===== src/rtl/multdiv_ctrl_pkg.sv =====
// Shared types and default constants for the multdiv issue controller.
package multdiv_ctrl_pkg;

  localparam int unsigned XLEN  = 32;
  localparam int unsigned REG_W = 5;

  localparam int unsigned DEF_TIMEOUT      = 64;
  localparam int unsigned DEF_RSTATUS_REG  = 30;
  localparam int unsigned DEF_MUL_EXC_CODE = 4;
  localparam int unsigned DEF_DIV_EXC_CODE = 5;

  typedef enum logic [2:0] {
    IDLE  = 3'd0,
    START = 3'd1,
    WAIT  = 3'd2,
    DONE  = 3'd3,
    DRAIN = 3'd4
  } state_e;

  // Operation captured on acceptance and held until the next acceptance.
  typedef struct packed {
    logic             is_div;
    logic [REG_W-1:0] rd;
    logic [XLEN-1:0]  a;
    logic [XLEN-1:0]  b;
  } op_t;

endpackage


===== src/rtl/multdiv_issue_ctrl_timeout_counter.sv =====
// Cycle counter for the response timeout.
// Ports: clk, rst_n, clear_i (synchronous clear, wins over enable),
//        en_i (count up), tc_c_o (count has reached TIMEOUT-1).
module multdiv_issue_ctrl_timeout_counter #(
  parameter int unsigned TIMEOUT = 64
) (
  input  logic clk,
  input  logic rst_n,
  input  logic clear_i,
  input  logic en_i,
  output logic tc_c_o
);

  localparam int unsigned CNT_W = $clog2(TIMEOUT + 1);

  logic [CNT_W-1:0] count_q;
  logic [CNT_W-1:0] count_d;

  // Next count: clear beats enable.
  always_comb begin
    count_d = count_q;
    if (clear_i) begin
      count_d = '0;
    end else if (en_i) begin
      count_d = count_q + CNT_W'(1);
    end
  end

  always_ff @(posedge clk or negedge rst_n) begin
    if (!rst_n) begin
      count_q <= '0;
    end else begin
      count_q <= count_d;
    end
  end

  assign tc_c_o = (count_q == CNT_W'(TIMEOUT - 1));

endmodule


===== src/rtl/multdiv_issue_ctrl.sv =====
// Pipeline-side initiator for the multdiv unit: captures a MUL/DIV, pulses the
// start strobe, stalls until the result returns (or times out), then issues a
// one-cycle writeback of the result or an rstatus exception code. A flushed op
// is drained so that its late completion can never retire a younger op.
// Ports: clock/reset_n; op_* request from execute; flush; ctrl_MULT/ctrl_DIV
//        start pulses and data_operandA/B to multdiv; data_result/
//        data_exception/data_resultRDY from multdiv; stall; wb_* writeback;
//        busy.
module multdiv_issue_ctrl
  import multdiv_ctrl_pkg::*;
#(
  parameter int unsigned TIMEOUT      = DEF_TIMEOUT,
  parameter int unsigned RSTATUS_REG  = DEF_RSTATUS_REG,
  parameter int unsigned MUL_EXC_CODE = DEF_MUL_EXC_CODE,
  parameter int unsigned DIV_EXC_CODE = DEF_DIV_EXC_CODE
) (
  input  logic             clock,
  input  logic             reset_n,
  input  logic             op_valid,
  input  logic             op_is_div,
  input  logic [XLEN-1:0]  op_a,
  input  logic [XLEN-1:0]  op_b,
  input  logic [REG_W-1:0] op_rd,
  input  logic             flush,
  output logic             ctrl_MULT,
  output logic             ctrl_DIV,
  output logic [XLEN-1:0]  data_operandA,
  output logic [XLEN-1:0]  data_operandB,
  input  logic [XLEN-1:0]  data_result,
  input  logic             data_exception,
  input  logic             data_resultRDY,
  output logic             stall,
  output logic             wb_valid,
  output logic [REG_W-1:0] wb_rd,
  output logic [XLEN-1:0]  wb_data,
  output logic             busy
);

  state_e           state_q, state_d;
  op_t              op_q, op_d;
  logic             ctrl_mult_q, ctrl_mult_d;
  logic             ctrl_div_q, ctrl_div_d;
  logic             wb_valid_q, wb_valid_d;
  logic [REG_W-1:0] wb_rd_q, wb_rd_d;
  logic [XLEN-1:0]  wb_data_q, wb_data_d;
  logic             busy_q;
  logic             cnt_clear, cnt_en, cnt_tc;
  logic [XLEN-1:0]  exc_code;

  multdiv_issue_ctrl_timeout_counter #(
    .TIMEOUT (TIMEOUT)
  ) u_timeout (
    .clk     (clock),
    .rst_n   (reset_n),
    .clear_i (cnt_clear),
    .en_i    (cnt_en),
    .tc_c_o  (cnt_tc)
  );

  assign exc_code = op_q.is_div ? XLEN'(DIV_EXC_CODE) : XLEN'(MUL_EXC_CODE);

  // Next state and next registered outputs.
  always_comb begin
    state_d     = state_q;
    op_d        = op_q;
    ctrl_mult_d = 1'b0;
    ctrl_div_d  = 1'b0;
    wb_valid_d  = 1'b0;
    wb_rd_d     = wb_rd_q;
    wb_data_d   = wb_data_q;
    cnt_clear   = 1'b0;
    cnt_en      = 1'b0;

    unique case (state_q)
      IDLE: begin
        if (op_valid && !flush) begin
          op_d        = '{is_div: op_is_div, rd: op_rd, a: op_a, b: op_b};
          ctrl_mult_d = !op_is_div;
          ctrl_div_d  = op_is_div;
          state_d     = START;
        end
      end
      START: begin
        cnt_clear = 1'b1;
        state_d   = flush ? DRAIN : WAIT;
      end
      WAIT: begin
        if (flush) begin
          // A response or expiry this cycle already retires the squashed op.
          cnt_en  = 1'b1;
          state_d = (data_resultRDY || cnt_tc) ? IDLE : DRAIN;
        end else if (data_resultRDY) begin
          wb_valid_d = 1'b1;
          wb_rd_d    = data_exception ? REG_W'(RSTATUS_REG) : op_q.rd;
          wb_data_d  = data_exception ? exc_code : data_result;
          state_d    = DONE;
        end else if (cnt_tc) begin
          wb_valid_d = 1'b1;
          wb_rd_d    = REG_W'(RSTATUS_REG);
          wb_data_d  = exc_code;
          state_d    = DONE;
        end else begin
          cnt_en = 1'b1;
        end
      end
      DONE: begin
        state_d = IDLE;
      end
      DRAIN: begin
        if (data_resultRDY || cnt_tc) begin
          state_d = IDLE;
        end else begin
          cnt_en = 1'b1;
        end
      end
      default: begin
        state_d = IDLE;
      end
    endcase
  end

  always_ff @(posedge clock or negedge reset_n) begin
    if (!reset_n) begin
      state_q     <= IDLE;
      op_q        <= '0;
      ctrl_mult_q <= 1'b0;
      ctrl_div_q  <= 1'b0;
      wb_valid_q  <= 1'b0;
      wb_rd_q     <= '0;
      wb_data_q   <= '0;
      busy_q      <= 1'b0;
    end else begin
      state_q     <= state_d;
      op_q        <= op_d;
      ctrl_mult_q <= ctrl_mult_d;
      ctrl_div_q  <= ctrl_div_d;
      wb_valid_q  <= wb_valid_d;
      wb_rd_q     <= wb_rd_d;
      wb_data_q   <= wb_data_d;
      busy_q      <= (state_d != IDLE);
    end
  end

  // Stall must react to op_valid in the same cycle, so it is decoded combinationally.
  assign stall = reset_n & (((state_q == IDLE) & op_valid & ~flush) |
                            (state_q == START) |
                            (state_q == WAIT) |
                            ((state_q == DRAIN) & op_valid));

  assign ctrl_MULT     = ctrl_mult_q;
  assign ctrl_DIV      = ctrl_div_q;
  assign data_operandA = op_q.a;
  assign data_operandB = op_q.b;
  assign wb_valid      = wb_valid_q;
  assign wb_rd         = wb_rd_q;
  assign wb_data       = wb_data_q;
  assign busy          = busy_q;

endmodule


===== config.mk =====
export PLATFORM = sky130hd
export DESIGN_NAME = multdiv_issue_ctrl
export DESIGN_NICKNAME = d
export VERILOG_FILES = /design/src/rtl/multdiv_ctrl_pkg.sv /design/src/rtl/multdiv_issue_ctrl_timeout_counter.sv /design/src/rtl/multdiv_issue_ctrl.sv
export SDC_FILE = /design/constraint.sdc
export NUM_CORES = 1
export LEC_CHECK = 0
export CAP_MARGIN = 5
export CORE_ASPECT_RATIO = 1.75
export CORE_MARGIN = 4
export CORE_UTILIZATION = 35
export DETAILED_ROUTE_END_ITERATION = 12
export PLACE_DENSITY = 0.7
export SLEW_MARGIN = 0
export SYNTH_ARGS = -nofsm -noshare
export SYNTH_HDL_FRONTEND = slang
export SYNTH_SLANG_ARGS = --single-unit

===== constraint.sdc =====
create_clock -name clock -period 1.9 [get_ports clock]
set_input_delay 0.19 -clock clock [delete_from_list [all_inputs] [get_ports clock]]
set_output_delay 0.19 -clock clock [all_outputs]
set_load 0.01 [all_outputs]

==> flow_metrics.env, run 1 <==
export IMPL_status="finished, final reports clean"
export IMPL_htreeDepth=4
export IMPL_wl_per_cell_um=16.2
export IMPL_tns_ns=0
export IMPL_place_ws_ns=-0.0754
export IMPL_grt_pass1_wl_um=20600
export IMPL_use_met3_pct=4.69
export IMPL_rsz0062_at_grt="true"
export IMPL_nets=716
export IMPL_gr_usage_met1_pct=16.1
export IMPL_power_density_mw_per_mm2=1560
export IMPL_drt_iter0_markers=82
export IMPL_post_route_period_util_pct=99.6
export IMPL_grt_pass1_vias=4037
export IMPL_ys_async_sr_fraction_pct=100
export IMPL_slew_headroom_pct=54.5
export IMPL_cp_top_family="compound AO/OA/AOI/OAI gates"
export IMPL_crit_arrival_ns=2.21
export IMPL_crit_path_start_kind="flop"
export IMPL_cts_buffers=17
export IMPL_core_mm2=0.0145
export IMPL_drc=0
export IMPL_grtUsageMet2_pct=29.0
export IMPL_area_growth_syn_to_layout_pct=51.3
export IMPL_synth_top_area_share_pct=58.2
export IMPL_crit_fanout=6
export IMPL_grt_remaining_overflow=0
export IMPL_yosys_area_top_type="dfrtp_1"
export IMPL_drive_gt1_share_pct=20.8
export IMPL_synth_most_common_cell="dfrtp_1"
export IMPL_cts_tree="done"
export IMPL_ir_worst_vdd_mv=0.763
export IMPL_cts_sinks=121
export IMPL_antenna_found_initial=0
export IMPL_io_pins=214
export IMPL_seq_area_frac_synth_pct=58.2
export IMPL_die_h_um=169
export IMPL_min_path_type="primary input to flop"
export IMPL_hold_violations=0
export IMPL_fin_ws_ns=0.00759
export IMPL_portBuffers=213
export IMPL_worstSetupPathType="flop to flop"
export IMPL_dpl_cell_area_mm2=0.00714
export IMPL_dieWidth_um=100
export IMPL_clkLatencyLatePin_ns=0.40
export IMPL_clk_pin_slew_worst_paths_ns=0.06
export IMPL_synth_area_mm2=0.00520
export IMPL_synth_edf_count=0
export IMPL_end_kind="flop"
export IMPL_design_area_mm2=0.00787
export IMPL_insertedDiodeCount=0
export IMPL_drt_total_wl_um=13000
export IMPL_ys_top_cells_by_count="121 x dfrtp_1, 74 x nand2_1, 69 x mux2_2"
export IMPL_power_mw=12.3
export IMPL_gp_congestion=0.761
export IMPL_cts_root_buffer_cell="clkbuf_16"
export IMPL_setup_violations=0
export IMPL_finClkSkew_ns=0.0103
export IMPL_die_area_mm2=0.0169
export IMPL_hpwl_um=9490
export IMPL_period_minus_slack_ns=1.89
export IMPL_ys_top_cells_by_area="dfrtp_1 58%, mux2_2 15%, buf_4 9.4%, nand2_1 5.3%, o21ai_0 4.0%"
export IMPL_cpPeakStageDelay_ns=0.39
export IMPL_postRouteAntennaNets=0
export IMPL_ys_ff_latch=121
export IMPL_synth_distinct_cells=32
export IMPL_first_pass_iters=4
export IMPL_start_util_pct=35.8
export IMPL_track_usage_pct=15.4
export IMPL_synth_avg_cell_area_um2=11.7
export IMPL_via_count=3683
export IMPL_grt_max_degree=122
export IMPL_cp_required_ns=2.22
export IMPL_drv_cap=0
export IMPL_top_usage_layer="met2"
export IMPL_max_freq_ghz=0.528
export IMPL_crit_buf_inv=0
export IMPL_ys_flop_type="dfrtp_1"
export IMPL_clk_path_buf_depth=2
export IMPL_final_util_pct=54.2
export IMPL_slew_violations=0
export IMPL_leakagePower_nw=3.32
export IMPL_synth_cells=445
export IMPL_yosysWarnings=0
export IMPL_std_cell_rows=58
export IMPL_viasPerCell=4.60
export IMPL_critical_path_cell_chain="ha_2, and3_4, a41o_4, o31a_1, or3_1, a21oi_1"
export IMPL_tightest_slew_ns=0.682
export IMPL_crit_slowest_cell="dfrtp_1"
export IMPL_synth_nets=554
-- kinds of logic (layout without fill, tap and decap cells) --
family	after synthesis	count (layout)	share of synthesized area [%]
flip-flops	121	121	58.2
AND/OR/NAND/NOR	106	106	8.71
buffers and inverters	90	264	11.5
multiplexers	71	71	15.3
AO/OA/AOI/OAI	53	54	5.49
XOR/XNOR	3	3	0.505
adder cells (fa/ha/maj)	1	1	0.241
-- stage by stage --
step / cells / hold slack, ns
floorplan: 445 / -0.106
global placement: 764 / 0.406
detailed placement: 764 / 0.414
CTS: 800 / 0.329
global route: 800 / 0.331
finish: 800 / 0.342
-- timing repair --
action,in CTS,in global routing
gates cloned,1,0
hold buffers,1,0
setup endpoints to repair,5,8
endpoints found under the hold margin,93,0
resized for setup,5,5
pin swaps,1,1
setup buffers,2,0
-- where the power goes --
| group | total, mW | leakage, nW | switching, mW | internal [mW] |
|---|---|---|---|---|
| registers | 4.24 | 1.51 | 0.568 | 3.67 |
| logic | 4.46 | 1.50 | 1.70 | 2.76 |
| clock network | 3.57 | 0.315 | 1.19 | 2.38 |
| total | 12.3 | 3.32 | 3.45 | 8.82 |
-- layout by cell type (no fill, tap or decap), drive strengths merged, types with 2 or more instances in the layout --
cell           instances
nor2                  11
o31a                   2
mux2                  69
nand3                  5
clkinv                 2
mux2i                  2
clkbuf                19
clkinvlp               2
nor2b                  3
nand2                 74
inv                    9
or3                    5
a21oi                  5
bufinv                 5
or2                    2
o21ai                 42
xnor2                  2
buf                   14
clkdlybuf4s50        211
dfrtp                121
-- layer usage --
layer	share of wire (%)	up-vias
met5	0	-
met4	1.4	0
met3	6.4	16
met2	56	142
met1	36	1780
li1	-	1745
-- registers in the layout (all words and copies together), names as in the netlist --
name / cells
data_operandA: 32
data_operandB: 32
wb_data: 32
u_timeout.count_q: 7
op_q: 6
wb_rd: 5
state_q: 3
busy: 1
ctrl_DIV: 1
ctrl_MULT: 1
wb_valid: 1
-- path summary, 6_finish.rpt --
kind                                      start              endpoint  slack (ns)  cells after the start
max                        u_timeout.count_q[0]  u_timeout.count_q[5]       0.008                      6
max reg2reg                u_timeout.count_q[0]  u_timeout.count_q[5]       0.008                      6
min reg2reg                          wb_data[4]            wb_data[4]        0.48                      2
max in group asynchronous               reset_n            state_q[0]        0.88                      3
min in group asynchronous               reset_n     data_operandA[17]        0.47                      3
min                             data_result[21]           wb_data[21]        0.34                      3
-- final cells by class --
cell class / instances / area [um^2]
clock inverter: 13 / 214
tap: 180 / 225
sequential: 121 / 3030
timing repair buffer: 227 / 2300
multi-input combinational: 235 / 1640
clock buffer: 19 / 443
inverter: 5 / 18.8
fill: 1245 / 6650
-- tightest hold or removal path, delay by kind of cell --
| kind | cells | cell delay (ns) |
|---|---|---|
| buffers and inverters | 1 | 0.40 |
| AO/OA/AOI/OAI | 1 | 0.06 |
| AND/OR/NAND/NOR | 1 | 0.05 |
(Power assumes the default switching activity.)
==> run 2: changes to the inputs <==
--- a/config.mk
+++ b/config.mk
@@ -10,8 +10,11 @@
 export CORE_MARGIN = 4
 export CORE_UTILIZATION = 35
 export DETAILED_ROUTE_END_ITERATION = 12
-export PLACE_DENSITY = 0.7
+export MAX_ROUTING_LAYER = met4
+export PLACE_DENSITY = 0.69
+export SKIP_CTS_REPAIR_TIMING = 1
 export SLEW_MARGIN = 0
 export SYNTH_ARGS = -nofsm -noshare
 export SYNTH_HDL_FRONTEND = slang
+export SYNTH_HIERARCHICAL = 1
 export SYNTH_SLANG_ARGS = --single-unit
==> flow_metrics.env, run 2 <==
export IMPL_worstSetupPathType="flop to flop"
export IMPL_wl_met3_um=784
export IMPL_crit_fanout=4
export IMPL_fin_ws_ns=-0.134
export IMPL_synth_nets=542
export IMPL_ys_async_sr_fraction_pct=100
export IMPL_portBuffers=213
export IMPL_ys_top_cells_by_area="dfrtp_1 56%, mux2_2 15%, buf_4 8.9%, mux2i_1 5.9%, nand2_1 2.4%"
export IMPL_power_density_mw_per_mm2=1550
export IMPL_synth_edf_count=0
export IMPL_ir_worst_vdd_mv=0.852
export IMPL_clk_path_buf_depth=2
export IMPL_tightest_slew_ns=0.685
export IMPL_grt_pass1_wl_um=20300
export IMPL_yosysWarnings=6
export IMPL_end_kind="flop"
export IMPL_finClkSkew_ns=0.0109
export IMPL_track_usage_pct=15.4
export IMPL_rsz0062_at_grt="true"
export IMPL_ff2ff_path_depth=9
export IMPL_crit_path_start_kind="flop"
export IMPL_layout_common_cells="211 x clkdlybuf4s50_1, 120 x dfrtp_1, 71 x mux2_2, 34 x nand2_1, 33 x inv_1"
export IMPL_grt_max_degree=122
export IMPL_grt_pass1_vias=4101
export IMPL_die_area_mm2=0.0175
export IMPL_max_freq_ghz=0.492
export IMPL_synth_top_area_share_pct=56.2
export IMPL_insertedDiodeCount=0
export IMPL_period_minus_slack_ns=2.03
export IMPL_antenna_found_initial=0
export IMPL_drive_gt1_share_pct=26.3
export IMPL_postRouteAntennaNets=0
export IMPL_violations="setup timing"
export IMPL_nets=732
export IMPL_leakagePower_nw=3.87
export IMPL_std_cell_rows=59
export IMPL_cpPeakStageDelay_ns=0.38
export IMPL_clk_pin_slew_worst_paths_ns=0.06
export IMPL_via_count=3717
export IMPL_hold_path_startpoint="data_result[20]"
export IMPL_critical_path_cell_chain="ha_2, nor3b_4, nor2_2, buf_6, nor2_2, o31ai_4, nand4_2, or3_1, a21oi_2"
export IMPL_viasPerCell=4.54
export IMPL_drv_cap=0
export IMPL_core_mm2=0.0150
export IMPL_slew_headroom_pct=54.3
export IMPL_clkLatencyLatePin_ns=0.40
export IMPL_hold_depth=3
export IMPL_drt_total_wl_um=13500
export IMPL_seq_area_frac_synth_pct=56.2
export IMPL_top_layer="met4"
export IMPL_gp_congestion=0.771
export IMPL_status="finished, violations left"
export IMPL_ys_top_cells_by_count="121 x dfrtp_1, 71 x mux2_2, 64 x buf_4"
export IMPL_met1Wirelength_um=4570
export IMPL_path_common_cell="nor2_2"
export IMPL_die_h_um=172
export IMPL_wl_per_cell_um=16.5
export IMPL_final_common_cell="clkdlybuf4s50_1"
export IMPL_first_pass_iters=4
export IMPL_cts_buffers=17
export IMPL_setup_violations=41
export IMPL_synth_cells=433
export IMPL_yosys_area_top_type="dfrtp_1"
export IMPL_cts_sinks=121
export IMPL_hpwl_um=10000
export IMPL_cp_required_ns=2.23
export IMPL_tns_ns=-2.58
export IMPL_hold_end="wb_data[20]"
export IMPL_cts_tree="done"
export IMPL_drc=0
export IMPL_fillers=1238
export IMPL_crit_slowest_cell="dfrtp_1"
export IMPL_synth_area_mm2=0.00539
export IMPL_start_util_pct=36.0
export IMPL_hold_violations=0
export IMPL_dr_wl_met2_um=7870
export IMPL_synth_most_common_cell="dfrtp_1"
export IMPL_drt_iter0_markers=114
export IMPL_cts_root_buffer_cell="clkbuf_16"
export IMPL_r2r_slack_ns=-0.13
export IMPL_synth_distinct_cells=33
export IMPL_crit_arrival_ns=2.36
export IMPL_ys_flop_type="dfrtp_1"
export IMPL_fin_hold_ws_ns=0.342
export IMPL_area_growth_syn_to_layout_pct=55.4
export IMPL_io_pins=214
export IMPL_r2r_end="u_timeout/count_q[5]"
export IMPL_synth_avg_cell_area_um2=12.5
export IMPL_grt_remaining_overflow=0
export IMPL_dieWidth_um=102
export IMPL_min_path_type="primary input to flop"
export IMPL_post_route_period_util_pct=107
export IMPL_slew_violations=0
export IMPL_htreeDepth=4
export IMPL_r2r_start="u_timeout/count_q[0]"
export IMPL_ys_ff_latch=121
[run 2: how the worst max path moves through the flow]
stage,end,cells past startpoint,slack [ns],startpoint
floorplan,wb_data[0],7,-0.06,u_timeout/count_q[0]
global placement,wb_rd[3],6,-0.18,u_timeout/count_q[4]
detailed placement,wb_rd[2],6,-0.22,u_timeout/count_q[4]
CTS,stall,5,-0.28,state_q[0]
global route,wb_data[3],7,-0.24,u_timeout/count_q[2]
finish,u_timeout/count_q[5],9,-0.13,u_timeout/count_q[0]
[run 2: layout make-up]
| cell class | count | area, um^2 | share of cell area, % |
|---|---|---|---|
| clock inverters | 11 | 169 | 2.02 |
| well taps | 183 | 229 | 2.73 |
| multi-input cells | 196 | 1750 | 20.9 |
| repair buffers | 254 | 2600 | 31.1 |
| flip-flops and latches | 121 | 3030 | 36.2 |
| inverters | 33 | 124 | 1.48 |
| clock buffers | 21 | 470 | 5.62 |
[run 2: cell families (layout without fill, tap and decap cells)]
group,count (synthesis),in the layout,share of synthesized area (%)
AO/OA/AOI/OAI,11,11,1.23
XOR/XNOR,5,5,0.812
adder cells (fa/ha/maj),1,1,0.232
buffers and inverters,116,319,13.2
flip-flops,121,121,56.2
multiplexers,109,109,22.0
AND/OR/NAND/NOR,70,70,6.34
[run 2: metal layers]
metal  global-route usage (%)  vias up
li1                         -     1730
met3                     3.79       17
met2                     28.7      121
met1                     15.3     1849
met5                        -        -
met4                     5.54        0
[run 2: per-stage QoR]
| stage | setup slack [ns] | total power [mW] | cells | utilization (%) | instance area (um^2) |
|---|---|---|---|---|---|
| detailed placement | -0.217 | 9.59 | 779 | 50.1 | 7510 |
| global route | -0.236 | 13.8 | 819 | 55.9 | 8380 |
| finish | -0.134 | 13.0 | 819 | 55.9 | 8380 |
| floorplan | -0.0628 | 7.35 | 433 | - | 5410 |
| global placement | -0.178 | 9.43 | 779 | 50.1 | 7510 |
| CTS | -0.284 | 13.1 | 811 | 54.4 | 8150 |
[run 2: critical path: cells and delay by family, from the launching register on]
kind            cells  cell delay, ns
flops               1            0.38
fa+ha+maj           1            0.19
simple gates        5            0.87
buf+inv             1            0.13
compound gates      2            0.39
[run 2: report_power, final]
part	internal, mW	total [mW]	switching, mW
Sequential	3.80	4.45	0.655
Combinational	3.23	5.14	1.91
Clock	2.30	3.41	1.11
Total	9.32	13.0	3.68
